===== src/rtl/mem_arbiter_pkg.sv =====
// Shared definitions for the unified-memory arbiter: FSM state encoding,
// requester IDs and a sizing helper. Hazard/stall logic imports this too.
package mem_arbiter_pkg;

  localparam int ADDR_W = 16;
  localparam int DATA_W = 16;

  // Arbiter FSM states. The DONE states arbitrate exactly like IDLE.
  typedef enum logic [2:0] {
    IDLE   = 3'd0,
    BUSY_I = 3'd1,
    BUSY_D = 3'd2,
    DONE_I = 3'd3,
    DONE_D = 3'd4
  } arb_state_e;

  // Requester identifiers.
  typedef enum logic {
    REQ_I = 1'b0,
    REQ_D = 1'b1
  } req_id_e;

  // Width of a down-counter holding values 0..lat-1 (never narrower than 1).
  function automatic int cnt_width(input int lat);
    return (lat <= 2) ? 1 : $clog2(lat);
  endfunction

endpackage


===== src/rtl/mem_arb_lat_cnt.sv =====
// Loadable down-counter that times one memory access; zero marks the last
// busy cycle.
module mem_arb_lat_cnt #(
  parameter int W = 2
) (
  input  logic         clk,
  input  logic         rst,
  input  logic         load,
  input  logic [W-1:0] load_val,
  input  logic         dec,
  output logic [W-1:0] count,
  output logic         zero
);

  // Load takes priority over decrement; decrement stops at zero.
  always_ff @(posedge clk or negedge rst) begin
    if (!rst) begin
      count <= '0;
    end else if (load) begin
      count <= load_val;
    end else if (dec && (count != '0)) begin
      count <= count - W'(1);
    end
  end

  assign zero = (count == '0);

endmodule


===== src/rtl/mem_arbiter.sv =====
// Shares a single-port fixed-latency memory between fetch (instruction reads)
// and the memory stage (data reads/writes). Data has priority, but fetch is
// forced through after STARVE_MAX consecutive data grants while it waits.
//
// Handshake: a requester holds req (and its address/data) high until it sees
// its one-cycle done pulse; a request is granted at a rising edge in IDLE or
// DONE_* when halt=0, and the request fields are latched at that edge, so they
// may change or drop afterwards. Dropping req before a grant cancels it;
// dropping it after a grant does not, and done still pulses. stall = req & ~done.
module mem_arbiter
  import mem_arbiter_pkg::*;
#(
  parameter int LATENCY    = 4,
  parameter int STARVE_MAX = 3
) (
  input  logic        clk,
  input  logic        rst,
  input  logic        halt,
  input  logic        if_req,
  input  logic [15:0] if_addr,
  output logic [15:0] if_rdata,
  output logic        if_done,
  output logic        if_stall,
  input  logic        dm_req,
  input  logic        dm_wr,
  input  logic [15:0] dm_addr,
  input  logic [15:0] dm_wdata,
  output logic [15:0] dm_rdata,
  output logic        dm_done,
  output logic        dm_stall,
  output logic        err,
  output logic        mem_en,
  output logic        mem_wr,
  output logic [15:0] mem_addr,
  output logic [15:0] mem_wdata,
  input  logic [15:0] mem_rdata,
  output logic [2:0]  dbg_state
);

  localparam int            CW         = cnt_width(LATENCY);
  localparam logic [CW-1:0] LOAD_VAL   = CW'(LATENCY - 1);
  localparam int            SW         = $clog2(STARVE_MAX + 1);
  localparam logic [SW-1:0] STARVE_SAT = SW'(STARVE_MAX);

  arb_state_e    state_q, state_d;
  logic [SW-1:0] starve_q, starve_d;
  logic          err_q, err_d;
  logic [15:0]   addr_q, wdata_q;
  logic          wr_q;
  logic [15:0]   if_rdata_q, dm_rdata_q;

  logic          can_grant, fetch_forced, grant_i, grant_d, unaligned;
  logic          cnt_load, cnt_dec, cnt_zero;
  logic [CW-1:0] cnt_val;
  logic          busy;

  // Access timer: loaded on an accepted grant, counts down through BUSY_*.
  mem_arb_lat_cnt #(.W(CW)) u_lat_cnt (
    .clk      (clk),
    .rst      (rst),
    .load     (cnt_load),
    .load_val (LOAD_VAL),
    .dec      (cnt_dec),
    .count    (cnt_val),
    .zero     (cnt_zero)
  );

  // Arbitration: data first unless fetch has been starved to the limit.
  always_comb begin
    can_grant    = ((state_q == IDLE) || (state_q == DONE_I) ||
                    (state_q == DONE_D)) && !halt;
    fetch_forced = if_req && (starve_q == STARVE_SAT);
    grant_d      = can_grant && dm_req && !fetch_forced;
    grant_i      = can_grant && if_req && !grant_d;
    unaligned    = grant_d && dm_addr[0];
  end

  // Next-state, counter control, error flag and starvation bookkeeping.
  always_comb begin
    state_d  = state_q;
    cnt_load = 1'b0;
    cnt_dec  = 1'b0;
    err_d    = 1'b0;
    starve_d = starve_q;
    case (state_q)
      IDLE, DONE_I, DONE_D: begin
        if (grant_d) begin
          // A misaligned data address is rejected without touching memory.
          state_d  = unaligned ? IDLE : BUSY_D;
          cnt_load = !unaligned;
          err_d    = unaligned;
        end else if (grant_i) begin
          state_d  = BUSY_I;
          cnt_load = 1'b1;
        end else begin
          state_d  = IDLE;
        end
      end
      BUSY_I: begin
        if (cnt_zero) state_d = DONE_I;
        else          cnt_dec = 1'b1;
      end
      BUSY_D: begin
        if (cnt_zero) state_d = DONE_D;
        else          cnt_dec = 1'b1;
      end
      default: state_d = IDLE;
    endcase

    if (grant_i) begin
      starve_d = '0;
    end else if (grant_d) begin
      if (!if_req)                      starve_d = '0;
      else if (starve_q != STARVE_SAT)  starve_d = starve_q + SW'(1);
    end
  end

  // FSM state, starvation count and error pulse registers.
  always_ff @(posedge clk or negedge rst) begin
    if (!rst) begin
      state_q  <= IDLE;
      starve_q <= '0;
      err_q    <= 1'b0;
    end else begin
      state_q  <= state_d;
      starve_q <= starve_d;
      err_q    <= err_d;
    end
  end

  // Latch the winning request; fetch never writes.
  always_ff @(posedge clk or negedge rst) begin
    if (!rst) begin
      addr_q  <= '0;
      wr_q    <= 1'b0;
      wdata_q <= '0;
    end else if (grant_d && !unaligned) begin
      addr_q  <= dm_addr;
      wr_q    <= dm_wr;
      wdata_q <= dm_wdata;
    end else if (grant_i) begin
      addr_q  <= if_addr;
      wr_q    <= 1'b0;
      wdata_q <= '0;
    end
  end

  // Capture read data on the last busy cycle; writes leave dm_rdata alone.
  always_ff @(posedge clk or negedge rst) begin
    if (!rst) begin
      if_rdata_q <= '0;
      dm_rdata_q <= '0;
    end else begin
      if ((state_q == BUSY_I) && cnt_zero)           if_rdata_q <= mem_rdata;
      if ((state_q == BUSY_D) && cnt_zero && !wr_q)  dm_rdata_q <= mem_rdata;
    end
  end

  // Memory drive, completion pulses and stalls, all decoded from state.
  always_comb begin
    busy      = (state_q == BUSY_I) || (state_q == BUSY_D);
    mem_en    = busy;
    mem_wr    = (state_q == BUSY_D) && wr_q;
    mem_addr  = busy ? addr_q : 16'h0000;
    mem_wdata = ((state_q == BUSY_D) && wr_q) ? wdata_q : 16'h0000;
    if_done   = (state_q == DONE_I);
    dm_done   = (state_q == DONE_D) || err_q;
    err       = err_q;
    if_rdata  = if_rdata_q;
    dm_rdata  = dm_rdata_q;
    if_stall  = if_req & ~if_done;
    dm_stall  = dm_req & ~dm_done;
    dbg_state = state_q;
  end

endmodule


===== config.mk =====
export PLATFORM = sky130hd
export DESIGN_NAME = mem_arbiter
export DESIGN_NICKNAME = d
export VERILOG_FILES = /design/src/rtl/mem_arbiter_pkg.sv /design/src/rtl/mem_arb_lat_cnt.sv /design/src/rtl/mem_arbiter.sv
export SDC_FILE = /design/constraint.sdc
export NUM_CORES = 1
export LEC_CHECK = 0
export ABC_AREA = 0
export ABC_CLOCK_PERIOD_IN_PS = 5630
export CORE_ASPECT_RATIO = 1.25
export CORE_MARGIN = 5
export CORE_UTILIZATION = 47
export CTS_BUF_LIST = sky130_fd_sc_hd__clkbuf_2
export CTS_CLUSTER_DIAMETER = 50
export DETAILED_ROUTE_END_ITERATION = 10
export PLACE_DENSITY = 0.95
export REMOVE_ABC_BUFFERS = 1
export SLEW_MARGIN = 20
export SYNTH_ARGS = -nofsm -noshare
export SYNTH_HDL_FRONTEND = slang
export SYNTH_SLANG_ARGS = --single-unit

===== constraint.sdc =====
create_clock -name clk -period 5.63 [get_ports clk]
set_input_delay 1.126 -clock clk [delete_from_list [all_inputs] [get_ports clk]]
set_output_delay 1.126 -clock clk [all_outputs]
set_load 0.05 [all_outputs]

==> results.ini <==
[sta]
max_freq_mhz = 260
rsz0062_at_grt = false
fin_setup_tns_ns = 0
tightest_slew_ns = 0.887
slew_headroom_pct = 40.8
min_period_ns = 3.85
fin_crit_sh_pct = 68.4
fin_ws_ns = 1.78
drv_slew = 0
finalHoldViolations = 0
clock_skew_ns = 0.0248
setup_viol = 0

[layout]
diodes = 0
final_common_cell = clkdlybuf4s50_1
fin_util_pct = 71.5
area_growth_pct = 48.3
drive_above_1_share_pct = 22.5
final_area_sq_um = 4990
fin_nets = 462
mostFrequentLayoutCells = 142 x clkdlybuf4s50_1, 73 x dfrtp_1, 43 x mux2_2, 32 x and2_1, 19 x mux2_4
stdcell_count = 485

[yosys]
yosysSeqAreaShare_pct = 54.3
synth-main-ff-cell = dfrtp_1
yosysTopAreaCell = dfrtp_1
synth_area_leaders = dfrtp_1 54%, mux2_2 14%, mux2_4 8.5%
synth_warnings = 0
syn-cell-area_sq_um = 3360
synth_cell_types = 37
synth_cells = 247
postSynth.asyncResetShare_pct = 100
syn_avg_cell_area_sq_um = 13.6
synth_enable_flop_cells = 0
synth_top_area_share_pct = 54.3
ys_ff_latch = 73

[die]
dieArea_sq_um = 8960
fp.coreArea_sq_um = 6980
die_w_um = 85.6
start_util_pct = 48.2
rows = 34
io_pins = 144
die_h_um = 105

[setup_path]
max_stage_delay_ns = 0.81
path_max_fanout = 17
endpoint_kind = output pin
path_buf_inv = 1
cp_top_family = simple AND/OR/NAND/NOR gates
cp_data_required_time_ns = 4.50
worstSetupPathType = reg2out
slowest_stage = clkdlybuf4s50_1
crit_arrival_ns = 2.73
cp-start-kind = register
path_cells = nor4bb_4 -> and2_1 -> clkdlybuf4s50_1

[grt]
grt_pass1_wl_um = 13200
grt_overflow = 0
grt_pass1_vias = 2738
antenna_found_initial = 0
grt_max_degree = 74
grt_usage_pct = 18.7

[drt]
via_per_inst = 5.13
postRouteAntennaNets = 0
first_pass_iters = 4
vias = 2486
drc_errors = 0
wl_um = 8190
wire_per_inst_um = 16.9
dr.first_iter.drc_count = 106

[cts]
htreeDepth = 3
clkLatencyLatePin_ns = 0.48
cts-buffers-inserted = 9
ctsHoldBuffers = 0
clockRootBuffer = clkbuf_2
post_cts_buffers = 0
clock_path_buffers = 2
cts.clk_slew.worst_paths_ns = 0.21
cts_tree = built
clock-sinks = 73
post_cts_resized = 0

[place]
dpl.hpwl_um = 6110
numPlacedInstances = 469
dpl-instance-area_sq_um = 4830
pre_cts_slack_ns = 1.85
portBuffers = 143
globalplace.congestion = 0.868

[outcome]
outcome = completed

[power]
power_leakage_nw = 2.15
ir_drop_uv = 306
power_density_nw_per_um2 = 572

[job]
maxCapViolations = 0

[min_path]
hold_path.class = reg2reg

## area by class of cell
class,instances,area [sq um]
fillers,524,1990
clock buffers,10,50.0
clock inverters,6,92.6
well taps,90,113
flip-flops and latches,73,1830
repair buffers,147,1460
multi-input cells,153,1420
inverters,6,22.5
## worst reg2reg max path, cell delays in order (launching register included)
cell and delay (ns):
dfrtp_1 0.45, ha_1 0.22, a21boi_0 0.34, o211a_1 0.68, buf_4 0.38, mux2_2 0.36, mux2_2 0.26
## cells by family (layout without fill, tap and decap cells)
| group | Yosys count | after routing | share of synthesized area, % |
|---|---|---|---|
| multiplexers | 62 | 62 | 22.9 |
| AND/OR/NAND/NOR | 56 | 56 | 10.1 |
| buffers and inverters | 21 | 169 | 4.02 |
| adder cells (fa/ha/maj) | 2 | 2 | 0.744 |
| AO/OA/AOI/OAI | 33 | 33 | 7.93 |
| flip-flops | 73 | 73 | 54.3 |
## registers in the layout, indices dropped and copies added, names as in the netlist
register / flops
starve_q: 2
wr_q: 1
if_rdata: 16
u_lat_cnt.count: 2
err: 1
addr_q: 16
dbg_state: 3
dm_rdata: 16
wdata_q: 16
## metal layers
metal	GRT usage [%]	up-vias	wire length, um
li1	-	1151	-
met3	5.43	17	579
met1	21.9	1218	3210
met2	31.5	100	4210
met4	8.26	0	185
met5	0	-	0
## Yosys cell counts (all sizes together) (2+ instances only)
| cell | instances |
|---|---|
| a21oi | 3 |
| buf | 11 |
| nor2 | 7 |
| a21o | 2 |
| inv | 6 |
| a22o | 18 |
| nor3 | 2 |
| ha | 2 |
| nand2 | 3 |
| mux2 | 62 |
| o21ai | 3 |
| and2 | 32 |
| o31ai | 2 |
| clkbuf | 4 |
| dfrtp | 73 |
| nand2b | 3 |
## through the flow
stage               power, mW  hold slack [ns]
floorplan                1.96            0.451
global placement         2.49            0.471
detailed placement       2.54            0.485
CTS                      2.88            0.516
global route             3.00            0.521
finish                   2.85            0.511
## final timing paths
check                      slack, ns    startpoint  cells past startpoint             to
min in group asynchronous       0.74           rst                      1    if_rdata[3]
max in group asynchronous       4.32           rst                      1   if_rdata[10]
setup / recovery                1.78  dbg_state[2]                      3  mem_wdata[10]
hold reg to reg                 0.51   starve_q[0]                      1    starve_q[0]
hold / removal                  0.51   starve_q[0]                      1    starve_q[0]
setup reg to reg                2.85   starve_q[0]                      6      addr_q[7]
## report_power, final
part	internal, mW	total, mW	switching [mW]
Combinational	0.649	1.63	0.976
Sequential	0.758	0.893	0.135
Clock	0.150	0.334	0.184
(Power assumes the default switching activity.)
